## src/rtl/instr_prefetch.sv

```systemverilog
`timescale 1ns / 1ps
`default_nettype none
// ============================================================================
// Module   : instr_prefetch
// Purpose  : Single-outstanding instruction fetch engine. It issues one read
//            at a time to instruction memory and pushes each returned
//            instruction into a downstream FIFO. A redirect re-points the
//            fetch stream, flushes the FIFO, and discards any response that
//            belongs to the old stream.
// Ports    : clk, reset_n             - clock, async active-low reset
//            fetch_en                 - permits new fetch requests
//            redirect_valid/_pc       - one-cycle fetch-stream change
//            mem_req/mem_addr/mem_gnt - memory request handshake
//            mem_rvalid/mem_rdata     - memory read response
//            fifo_full                - downstream FIFO full flag
//            fifo_wr_en/fifo_wr_data  - one-cycle push into the FIFO
//            fifo_flush               - discard buffered instructions
//            busy                     - engine not idle
// Revision : 1.0 - initial release
// ============================================================================
module instr_prefetch #(
    parameter int                    ADDR_WIDTH = 32,
    parameter int                    DATA_WIDTH = 32,
    parameter logic [ADDR_WIDTH-1:0] RESET_PC   = '0
) (
    input  logic                  clk,
    input  logic                  reset_n,
    input  logic                  fetch_en,
    input  logic                  redirect_valid,
    input  logic [ADDR_WIDTH-1:0] redirect_pc,
    output logic                  mem_req,
    output logic [ADDR_WIDTH-1:0] mem_addr,
    input  logic                  mem_gnt,
    input  logic                  mem_rvalid,
    input  logic [DATA_WIDTH-1:0] mem_rdata,
    input  logic                  fifo_full,
    output logic                  fifo_wr_en,
    output logic [DATA_WIDTH-1:0] fifo_wr_data,
    output logic                  fifo_flush,
    output logic                  busy
);

    // DROP: a request was granted but its response belongs to a stream that
    // has since been redirected, so it must be swallowed.
    typedef enum logic [1:0] {
        ST_IDLE = 2'd0,
        ST_REQ  = 2'd1,
        ST_WAIT = 2'd2,
        ST_DROP = 2'd3
    } state_t;

    state_t                r_state;
    state_t                w_state_nxt;
    logic [ADDR_WIDTH-1:0] r_pc;
    logic [ADDR_WIDTH-1:0] w_pc_nxt;
    logic                  w_push;

    // Redirect targets are word aligned; the two low bits are dropped.
    logic                  w_unused_lsbs;
    assign w_unused_lsbs = ^redirect_pc[1:0];

    always_ff @(posedge clk or negedge reset_n) begin
        if (!reset_n) begin
            r_state <= ST_IDLE;
            r_pc    <= RESET_PC;
        end else begin
            r_state <= w_state_nxt;
            r_pc    <= w_pc_nxt;
        end
    end

    always_comb begin
        w_state_nxt = r_state;
        w_pc_nxt    = r_pc;
        w_push      = 1'b0;

        case (r_state)
            ST_IDLE: begin
                // A redirect in IDLE only moves the pc; the request is
                // launched on a later cycle from the new address.
                if (!redirect_valid && fetch_en && !fifo_full) begin
                    w_state_nxt = ST_REQ;
                end
            end
            ST_REQ: begin
                if (mem_gnt) begin
                    w_state_nxt = redirect_valid ? ST_DROP : ST_WAIT;
                end else if (redirect_valid) begin
                    w_state_nxt = ST_IDLE;
                end
            end
            ST_WAIT: begin
                if (mem_rvalid) begin
                    w_state_nxt = ST_IDLE;
                    if (!redirect_valid) begin
                        w_push   = 1'b1;
                        w_pc_nxt = r_pc + ADDR_WIDTH'(4);
                    end
                end else if (redirect_valid) begin
                    w_state_nxt = ST_DROP;
                end
            end
            ST_DROP: begin
                if (mem_rvalid) begin
                    w_state_nxt = ST_IDLE;
                end
            end
            default: begin
                w_state_nxt = ST_IDLE;
            end
        endcase

        // Redirect wins over the sequential increment in every state.
        if (redirect_valid) begin
            w_pc_nxt = {redirect_pc[ADDR_WIDTH-1:2], 2'b00};
        end
    end

    assign mem_req      = (r_state == ST_REQ);
    assign mem_addr     = r_pc;
    assign fifo_wr_en   = w_push;
    assign fifo_wr_data = w_push ? mem_rdata : '0;
    // Gated so the flush output stays quiet while the block is held in reset.
    assign fifo_flush   = redirect_valid & reset_n;
    assign busy         = (r_state != ST_IDLE);

endmodule
`default_nettype wire

```

## config.mk

```make
export PLATFORM = sky130hd
export DESIGN_NAME = instr_prefetch
export DESIGN_NICKNAME = d
export VERILOG_FILES = /design/src/rtl/instr_prefetch.sv
export SDC_FILE = /design/constraint.sdc
export NUM_CORES = 1
export LEC_CHECK = 0
export CAP_MARGIN = 25
export CORE_UTILIZATION = 39
export CTS_CLUSTER_SIZE = 8
export DETAILED_ROUTE_END_ITERATION = 10
export PLACE_DENSITY = 0.95
export SYNTH_ARGS = -nofsm -noshare
export SYNTH_HDL_FRONTEND = slang
export SYNTH_SLANG_ARGS = --single-unit
```

## constraint.sdc

```tcl
create_clock -name clk -period 4.6 [get_ports clk]
set_clock_uncertainty 0.1 [all_clocks]
set_input_delay 0.92 -clock clk [delete_from_list [all_inputs] [get_ports clk]]
set_output_delay 0.92 -clock clk [all_outputs]
set_load 0.05 [all_outputs]
```

# Yosys cells after proc, flatten, opt, wreduce, memory -nomap -nowiden
# Cells that the tools add are included.
word_totals:
  register_bits: 34
  in_bits: 71
  out_inout_bits: 68
  elab_cells: 36
op_classes:
  addsub: 1
  n_eq_ne: 7
  n_mux: 15
  n_bitwise: 1
  reduce_logical: 10
ops:
  columns: ["cell", "n"]
  rows:
  - ["$mux W32", 4]
  - ["$add A32 B3 Y32 const B", 1]
  - ["$mux W2", 6]
  - ["$pmux W2 S4", 1]
  - ["$reduce_bool A2 Y1", 3]
  - ["$eq A2 B2 Y1 const B", 2]
  - ["$mux W1", 4]
  - ["$ne A2 B2 Y1 const B", 2]
  - ["$reduce_and A4 Y1", 1]
  - ["$ne A3 B2 Y1 const B", 1]
  - ["$ne A3 B3 Y1 const B", 1]
  - ["$eq A2 B1 Y1 const B", 1]
  - ["$logic_and A1 B1 Y1", 2]
  - ["$logic_not A1 Y1", 2]
  - ["$logic_not A2 Y1", 1]
  - ["$reduce_and A2 Y1", 1]
  - ["$and A1 B1 Y1", 1]

# Depth between registers and ports, before layout
# Gate-level depths: netlist of the first run.
logic_depth:
  ltp_word: 5
  mapped_depth: 7
  depth_no_buf: 5

# Worst setup path before layout of the first run
# Ideal clock, no wire load.
synth_timing:
  path_kind: "input port to output port"
  start: "input mem_rvalid"
  end: "output fifo_wr_data[10]"
  arrival_ns: 2.125
  required_time_ns: 3.580
  setup_slack_ns: 1.455
  cell_stages: 4
  n_path_buf: 2
  path_cell_list: "and3b_1 buf_1 clkbuf_1 and3_1"
synth_via:
  elab_chain_cells: 3
synth_lines:
  columns: ["item", "line", "rtl"]
  rows:
  - ["start, declared", "34", "input logic mem_rvalid,"]
  - ["$mux W1", "93", "if (mem_rvalid) begin"]
  - ["$mux W1", "77", "case (r_state)"]
  - ["$mux W32", "122", "assign fifo_wr_data = w_push ? mem_rdata : '0;"]
  - ["end, declared", "38", "output logic [DATA_WIDTH-1:0] fifo_wr_data,"]
# No other way between the ends.

# Worst setup path in the final report of the first run
layout_timing:
  start: "input redirect_valid"
  end: "output fifo_wr_data[28]"
layout_via:
  elab_chain_cells: 4
layout_lines:
  columns: ["item", "line", "rtl"]
  rows:
  - ["start, declared", "29", "input logic redirect_valid,"]
  - ["$mux W1", "95", "if (!redirect_valid) begin"]
  - ["$mux W1", "93", null]
  - ["$mux W1", "77", null]
  - ["$mux W32", "122", null]
# No other way between the ends.

==> flow_summary.json, run 1 <==
{
  "grt-ovfl-total": 0,
  "seq_area_frac_synth_pct": 37.89,
  "finalHoldViolations": 0,
  "synth_cell_types": 36,
  "grt_pass1_wl_mm": 9.142,
  "maxSlewViolCount": 0,
  "worstPathMaxFanout": 40,
  "leakagePower_nw": 1.513,
  "drc": 0,
  "antenna_found_initial": 0,
  "holdBufCountCts": 0,
  "multi_input_area_sq_um": 1186,
  "wl_per_cell_um": 14.05,
  "htree_levels": 2,
  "grt_max_degree": 41,
  "antenna_left": 0,
  "clockBufferDepth": 2,
  "ios": 139,
  "fin_area_sq_um": 3478,
  "die_h_um": 75.61,
  "p_total_mw": 1.063,
  "first_iter_violations": 71,
  "insertion_delay_ns": 0.28,
  "max_freq_mhz": 267.4,
  "status": "complete, no violations",
  "crit_end": "fifo_wr_data[28]",
  "postSynthAreaPerCell_sq_um": 8.419,
  "portBuffers": 134,
  "coreArea_sq_um": 5172,
  "post-cts-setup-buffers": 0,
  "die_w_um": 75.61,
  "ctsResizeCount": 0,
  "cts_sinks": 32,
  "rows": 26,
  "yosys_warnings": 0,
  "vias": 2409,
  "post-route-period-util_pct": 81.30,
  "start_util_pct": 40.86,
  "synth_area_leaders": "dfrtp_1 38%, and3_1 10%, or4_1 5.3%",
  "crit_type": "primary input to primary output",
  "p_per_area_nw_per_um2": 305.7,
  "die_area_sq_um": 5717,
  "n_fill_cell": 407,
  "r2r_slack_ns": 1.86,
  "synth_top_cell_area_share_pct": 37.89,
  "rsz0062_at_grt": "false",
  "grt_usage_pct": 21.01,
  "holdCritPathClass": "flop to flop",
  "final_cells": 447,
  "numCtsBuffers": 5,
  "synthToLayoutAreaGrowth_pct": 64.59,
  "regToRegEndpoint": "mem_addr[23]",
  "grt_pass1_vias": 2041,
  "synthesis.area_sq_um": 2113,
  "maxCapViolCount": 0,
  "ir_worst_vdd_mv": 0.1977,
  "r2r_cells": 5,
  "cts_root_buf": "clkbuf_8",
  "cts_tree": "yes",
  "worst_hold_slack_ns": 0.4787,
  "wirelength_mm": 6.279,
  "antenna_cells": 0,
  "critPathLaunchType": "primary input",
  "slew_headroom_pct": 41.80,
  "postSynthCellCount": 251,
  "clkTransAtPathRegs_ns": 0.07,
  "synth_top_area_cell": "dfrtp_1",
  "tightestPinTransition_ns": 0.8729,
  "r2r-start": "r_state[0]",
  "critPathCaptureType": "primary output",
  "fin_crit_ns": 3.740,
  "cp-startpoint": "redirect_valid",
  "required_ns": 3.58,
  "drt_pass1_iterations": 5,
  "place_congestion": 0.7653,
  "layout-drive-gt1-share_pct": 13.53,
  "vias_per_cell": 5.389,
  "arrival_ns": 2.72,
  "setup_viol": 0,
  "seqCellArea_sq_um": 800.8,
  "synth_seq_cells": 32,
  "placed_cells": 439,
  "setup_tns_ns": 0,
  "hpwlAfterDp_mm": 4.675,
  "final_net_count": 448,
  "dpl-instance-area_sq_um": 3391
}
where the power goes:
part	switching, mW	internal [mW]	leakage (nW)
sequential	0.0490	0.315	0.373
clock	0.112	0.105	0.0479
combinational	0.296	0.186	1.09
worst max-delay path, cell delays in order:
cell and delay, ns:
clkdlybuf4s50_1 0.48, clkinv_1 0.67, and3_1 0.44, buf_4 0.20
layer usage:
layer | part of all wire [%] | routed length (um) | GRT usage [%] | vias up
li1 | - | - | - | 1190
met3 | 7.2 | 452 | 5.423 | 5
met1 | 44 | 2740 | 25.77 | 1122
met5 | 0 | 0 | 0 | -
met4 | 0.37 | 23 | 4.321 | 0
met2 | 49 | 3062 | 37.30 | 92
kinds of logic (layout without fill, tap and decap cells):
family | count (synthesis) | after routing | synth area share [%]
DFF | 32 | 32 | 37.89
adders and majority gates | 1 | 1 | 0.5920
buffers and inverters | 27 | 152 | 6.157
and+or+nand+nor | 128 | 128 | 35.41
AOI/OAI and AO/OA | 51 | 51 | 15.16
other | 1 | 2 | 0.1774
muxes | 1 | 1 | 0.4737
xor gates and xnor gates | 10 | 10 | 4.145
layout make-up:
type | instances | area share [%]
clock buffers | 5 | 1.978
clock inverters | 3 | 0.5396
inverters | 4 | 0.4317
multi-input cells | 193 | 34.10
flip-flops and latches | 32 | 23.02
well taps | 70 | 2.518
repair buffers | 140 | 37.41
flip-flops by register name (all words and copies together), names as in the netlist:
signal / cells
mem_addr: 30
r_state: 2
metrics by stage:
step,util (%),worst slack [ns]
after floorplan,-,1.455
after global placement,65.55,0.9008
after detailed placement,65.55,0.8384
after CTS,67.25,0.8450
after global routing,67.25,0.7145
final,67.25,0.8604
how the worst min path moves through the flow:
| stage | startpoint | endpoint | slack [ns] | cells after the start |
|---|---|---|---|---|
| after floorplan | r_state[1] | r_state[0] | 0.40 | 1 |
| after global placement | r_state[1] | r_state[0] | 0.43 | 1 |
| after detailed placement | r_state[1] | r_state[0] | 0.46 | 1 |
| after CTS | r_state[1] | r_state[0] | 0.48 | 1 |
| after global routing | mem_addr[31] | mem_addr[31] | 0.52 | 2 |
| final | r_state[1] | r_state[0] | 0.48 | 1 |
synth_stat cells:
library cell and instances:
and3_1 35, nor2b_1 1, buf_6 2, buf_2 2, and4b_1 1, nand4_4 1, nor4b_1 1, conb_1 1
nand4_1 9, buf_4 3, mux2i_1 1, nand2_1 21, or3_1 5, and4_1 4, clkinv_1 1, nand3_1 12
a211oi_1 1, xnor2_1 3, o211ai_1 3, inv_1 3, or4_1 15, o31ai_1 12, xor2_1 7, or2_2 1
a22o_1 1, and3b_1 1, dfrtp_1 32, o21ai_0 16, nor2_1 17, and4_4 1, a21oi_1 1, and2_1 3
a31oi_1 17, ha_1 1, buf_1 2, clkbuf_1 14
cell usage in the layout, fill, tap and decap left out, types with 2 or more instances in the layout:
cell type and count:
inv_1 3, and3_1 35, or4_1 15, dfrtp_1 32, clkdlybuf4s50_1 100, and4_1 4, clkbuf_8 5, clkinv_2 2
nand3_1 12, o31ai_1 12, nor2_1 17, or3_1 5, and2_1 3, buf_4 40, xnor2_1 3, o21ai_0 16
o211ai_1 3, conb_1 2, nand2_1 21, xor2_1 7, a31oi_1 17, nand4_1 9
Power figures use the tool's default switching activity.
==> inputs of run 2 (changes only) <==
--- a/config.mk
+++ b/config.mk
@@ -6,10 +6,10 @@
 export NUM_CORES = 1
 export LEC_CHECK = 0
 export CAP_MARGIN = 25
-export CORE_UTILIZATION = 39
+export CORE_UTILIZATION = 36
 export CTS_CLUSTER_SIZE = 8
 export DETAILED_ROUTE_END_ITERATION = 10
-export PLACE_DENSITY = 0.95
+export PLACE_DENSITY = 0.91
 export SYNTH_ARGS = -nofsm -noshare
 export SYNTH_HDL_FRONTEND = slang
 export SYNTH_SLANG_ARGS = --single-unit
==> constraint.sdc (replaced) <==
create_clock -name clk -period 3.7 [get_ports clk]
set_clock_uncertainty 0.1 [all_clocks]
set_input_delay 0.74 -clock clk [delete_from_list [all_inputs] [get_ports clk]]
set_output_delay 0.74 -clock clk [all_outputs]
set_load 0.05 [all_outputs]
==> run 2 against run 1 <==
Compared with the run above: routed wire length increased by 3.3%; sequential share of layout area decreased by 0.13 points; non-clock buffer count decreased by 1; power increased by 24%; first-iteration DRC count increased by 56%; sequential cell count unchanged; design area increased by 0.58%; global-route usage decreased by 0.38 points; via count increased by 0.17%; critical endpoint is now fifo_wr_data[26]; largest cell class unchanged.
==> flow_summary.json, run 2 (synthesis results as in run 1) <==
{
  "r2r_cells": 4,
  "utilization_pct": 62.76,
  "grt-ovfl-total": 0,
  "arrival_ns": 2.25,
  "hpwlAfterDp_mm": 4.778,
  "coreArea_sq_um": 5574,
  "die_w_um": 78.62,
  "multi_input_area_sq_um": 1186,
  "rsz0062_at_grt": "false",
  "post-route-period-util_pct": 83.61,
  "dpl-instance-area_sq_um": 3411,
  "setup_tns_ns": 0,
  "ir_worst_vdd_mv": 0.2240,
  "drt_pass1_iterations": 4,
  "grt_pass1_vias": 2177,
  "leakagePower_nw": 1.515,
  "grt_usage_pct": 20.63,
  "post-cts-setup-buffers": 0,
  "cp_top_family": "buffers and inverters",
  "n_fill_cell": 507,
  "clockBufferDepth": 2,
  "drc": 0,
  "slew_headroom_pct": 55.57,
  "ctsResizeCount": 0,
  "final_cell_mix": "100 x clkdlybuf4s50_1, 37 x buf_4, 35 x and3_1",
  "cts_tree": "yes",
  "tightestPinTransition_ns": 0.6645,
  "grt_pass1_wl_mm": 10.19,
  "fin_area_sq_um": 3498,
  "holdCritPathClass": "flop to flop",
  "synthToLayoutAreaGrowth_pct": 65.54,
  "slowest_delay_ns": 0.49,
  "slowest_stage": "clkdlybuf4s50_1",
  "antenna_cells": 0,
  "crit_buf_inv": 3,
  "first_iter_violations": 111,
  "numCtsBuffers": 5,
  "seqCellArea_sq_um": 800.8,
  "rows": 27,
  "regToRegEndpoint": "mem_addr[27]",
  "wl_per_cell_um": 14.48,
  "worstPathMaxFanout": 33,
  "ios": 139,
  "maxCapViolCount": 0,
  "worst_hold_slack_ns": 0.4666,
  "place_congestion": 0.7860,
  "wirelength_mm": 6.488,
  "final_common_cell": "clkdlybuf4s50_1",
  "portBuffers": 134,
  "hold_path_depth": 1,
  "htree_levels": 2,
  "holdBufCountCts": 0,
  "critPathCaptureType": "primary output",
  "die_area_sq_um": 6180,
  "start_util_pct": 37.91,
  "largest_reg_flops": 30,
  "max_freq_mhz": 323.2,
  "antenna_found_initial": 0,
  "antenna_left": 0,
  "fin_crit_ns": 3.094,
  "clkTransAtPathRegs_ns": 0.06,
  "required_ns": 2.86,
  "cp_cell_sequence": "clkdlybuf4s50_1 > and3b_1 > buf_12 > and3_1 > buf_4",
  "die_h_um": 78.62,
  "cts_sinks": 32,
  "setup_viol": 0,
  "status": "complete, no violations",
  "cts_root_buf": "clkbuf_8",
  "vias": 2413,
  "r2r-start": "mem_addr[9]",
  "grt_max_degree": 35,
  "insertion_delay_ns": 0.28,
  "maxSlewViolCount": 0,
  "crit_type": "primary input to primary output",
  "layout-drive-gt1-share_pct": 13.30,
  "final_net_count": 447,
  "r2r_slack_ns": 1.35,
  "critPathLaunchType": "primary input",
  "p_per_area_nw_per_um2": 377.7,
  "vias_per_cell": 5.386,
  "min_to": "r_state[0]",
  "finalHoldViolations": 0,
  "min-delay-start": "r_state[1]"
}
## run 2: per-stage QoR
step                setup slack [ns]  cells  total power, mW
finish                        0.6063    448            1.321
global placement              0.6635    440            1.050
global route                  0.5473    448            1.395
floorplan                     0.9148    252           0.8193
CTS                           0.6191    448            1.333
detailed placement            0.6217    440            1.065
## run 2: how the worst max path moves through the flow
stage	start	end	cells after the start
floorplan	mem_rvalid	fifo_wr_data[10]	4
global placement	mem_rvalid	fifo_wr_data[0]	5
detailed placement	mem_rvalid	fifo_wr_data[0]	5
CTS	mem_rvalid	fifo_wr_data[0]	5
global route	mem_rvalid	fifo_wr_data[26]	5
finish	mem_rvalid	fifo_wr_data[26]	5
## run 2: per-layer routing
layer,share of wire [%],GRT usage (%)
met2,50,36.35
met1,42,25.16
met3,7.6,5.465
met5,0,0
met4,0.32,3.889
## run 2: where the power goes
group | internal, mW | switching (mW) | total [mW]
clock | 0.131 | 0.131 | 0.262
sequential | 0.392 | 0.0611 | 0.453
combinational | 0.238 | 0.368 | 0.607
## run 2: final cells by class
| cell class | instances | area share [%] |
|---|---|---|
| tap | 72 | 2.575 |
| timing repair buffer | 139 | 37.70 |
| clock inverter | 3 | 0.5365 |
| multi-input combinational | 193 | 33.91 |
| sequential | 32 | 22.89 |
| inverter | 4 | 0.4292 |
| clock buffer | 5 | 1.967 |
==> inputs of run 3 (changes only) <==
--- a/config.mk
+++ b/config.mk
@@ -6,10 +6,10 @@
 export NUM_CORES = 1
 export LEC_CHECK = 0
 export CAP_MARGIN = 25
-export CORE_UTILIZATION = 36
+export CORE_UTILIZATION = 33
 export CTS_CLUSTER_SIZE = 8
 export DETAILED_ROUTE_END_ITERATION = 10
-export PLACE_DENSITY = 0.91
+export PLACE_DENSITY = 0.89
 export SYNTH_ARGS = -nofsm -noshare
 export SYNTH_HDL_FRONTEND = slang
 export SYNTH_SLANG_ARGS = --single-unit
==> constraint.sdc (replaced) <==
create_clock -name clk -period 2.65 [get_ports clk]
set_clock_uncertainty 0.1 [all_clocks]
set_input_delay 0.53 -clock clk [delete_from_list [all_inputs] [get_ports clk]]
set_output_delay 0.53 -clock clk [all_outputs]
set_load 0.05 [all_outputs]
==> run 3 against run 2 <==
Compared with the run above: sequential share of layout area decreased by 0.21 points; register-to-register slack got worse by 0.77 ns; global-route usage decreased by 0.46 points; sequential power increased by 40%; critical path depth unchanged; routed wire length about the same; non-clock buffer count increased by 5; sequential cell count unchanged; highest routed layer unchanged.
==> flow_summary.json, run 3 (synthesis results as in run 1) <==
{
  "status": "complete, no violations",
  "finalHoldViolations": 0,
  "p_total_mw": 1.850,
  "final_cell_mix": "100 x clkdlybuf4s50_1, 42 x buf_4, 35 x and3_1",
  "grt_pass1_vias": 2368,
  "grt_usage_pct": 20.17,
  "multi_input_area_sq_um": 1186,
  "drc": 0,
  "rsz0062_at_grt": "false",
  "fin_crit_ns": 2.493,
  "grt-ovfl-total": 0,
  "n_fill_cell": 539,
  "die_h_um": 82.03,
  "coreArea_sq_um": 6061,
  "setup_viol": 0,
  "arrival_ns": 1.86,
  "dpl-instance-area_sq_um": 3440,
  "tightestPinTransition_ns": 0.5110,
  "crit_buf_inv": 3,
  "wirelength_mm": 6.485,
  "cp_top_family": "buffers and inverters",
  "clkTransAtPathRegs_ns": 0.08,
  "vias": 2443,
  "crit_type": "primary input to primary output",
  "numCtsBuffers": 5,
  "grt_pass1_wl_mm": 10.65,
  "post-cts-setup-buffers": 0,
  "vias_per_cell": 5.357,
  "holdCritPathClass": "flop to flop",
  "synthToLayoutAreaGrowth_pct": 67.08,
  "slew_headroom_pct": 65.83,
  "r2r_cells": 4,
  "portBuffers": 134,
  "final_common_cell": "clkdlybuf4s50_1",
  "critPathCaptureType": "primary output",
  "cp_cell_sequence": "clkdlybuf4s50_1 > and3b_1 > buf_6 > and3_1 > buf_4",
  "required_ns": 2.02,
  "start_util_pct": 34.87,
  "antenna_left": 0,
  "slowest_delay_ns": 0.49,
  "hold_path_depth": 2,
  "die_w_um": 82.03,
  "worstPathMaxFanout": 37,
  "leakagePower_nw": 1.537,
  "combPwrFrac_pct": 45.7,
  "layout-drive-gt1-share_pct": 14.44,
  "htree_levels": 2,
  "die_area_sq_um": 6728,
  "ctsResizeCount": 0,
  "rows": 28,
  "maxSlewViolCount": 0,
  "holdBufCountCts": 0,
  "drt_pass1_iterations": 4,
  "slowest_stage": "clkdlybuf4s50_1",
  "cp_num_cells": 5,
  "setup_tns_ns": 0,
  "utilization_pct": 58.26,
  "post-route-period-util_pct": 94.07,
  "power.share.clock_pct": 20.1,
  "clockBufferDepth": 2,
  "largest_reg_flops": 30,
  "max_freq_mhz": 401.2,
  "seqCellArea_sq_um": 800.8,
  "sw_frac_of_total_pct": 42.62,
  "p_int_mw": 1.061,
  "cts_tree": "yes",
  "fin_area_sq_um": 3531,
  "critPathLaunchType": "primary input",
  "p_per_area_nw_per_um2": 523.9,
  "cts_sinks": 32,
  "maxCapViolCount": 0,
  "place_congestion": 0.7197,
  "power.sequential.fraction_pct": 34.2,
  "first_iter_violations": 103,
  "wl_per_cell_um": 14.22,
  "antenna_found_initial": 0,
  "ios": 139,
  "hpwlAfterDp_mm": 4.894,
  "p_switching_uw": 788.3,
  "ir_worst_vdd_mv": 0.3546,
  "insertion_delay_ns": 0.28,
  "antenna_cells": 0,
  "cts_root_buf": "clkbuf_8",
  "grt_max_degree": 38,
  "final_net_count": 452
}
-- run 3: cell count changes in the layout (fill, tap and decap cells not counted) --
| cell | change |
|---|---|
| buf_12 | -1 |
| buf_4 | +5 |
| buf_6 | +1 |
-- run 3: path summary, 6_finish.rpt --
path,startpoint,end,slack [ns]
worst min register to register,mem_addr[31],mem_addr[31],0.47
worst min-delay path,mem_addr[31],mem_addr[31],0.47
worst max register to register,mem_addr[4],mem_addr[29],0.58
max in group asynchronous,reset_n,r_state[1],1.47
worst max-delay path,mem_rvalid,fifo_wr_data[21],0.16
min in group asynchronous,reset_n,mem_addr[24],0.67
-- run 3: worst register-to-register path, delay by kind of cell (launching register included) --
kind / cells / cell delay [ns]
and+or+nand+nor: 3 / 1.27
DFF: 1 / 0.45
AOI/OAI and AO/OA: 1 / 0.18
-- run 3: final cells by class --
cell class | count | area share (%)
Sequential cell | 32 | 22.68
Inverter | 4 | 0.4252
Tap cell | 75 | 2.658
Timing Repair Buffer | 144 | 38.16
Multi-Input combinational cell | 193 | 33.59
Clock inverter | 3 | 0.5315
Clock buffer | 5 | 1.949
-- run 3: per-stage QoR --
stage	setup WS, ns	std cells	hold slack, ns
floorplan	0.2848	252	0.1344
global placement	0.1404	448	0.4353
detailed placement	0.1181	448	0.4607
CTS	0.1075	456	0.4763
global route	0.05445	456	0.5016
finish	0.1572	456	0.4716
-- run 3: metal layers --
layer  track usage (%)  part of all wire (%)
met3             4.222                   7.7
met5                 0                     0
met4             3.860                  0.48
met1             25.34                    42
met2             35.45                    50
-- run 3: power by group through the flow --
stage | Combinational [mW] | Sequential [mW] | Clock [mW]
after floorplan | 0.367 | 0.777 | 0
after global placement | 0.832 | 0.634 | 0
after global routing | 0.903 | 0.645 | 0.411
final | 0.846 | 0.632 | 0.372
after detailed placement | 0.847 | 0.639 | 0
after CTS | 0.848 | 0.631 | 0.387
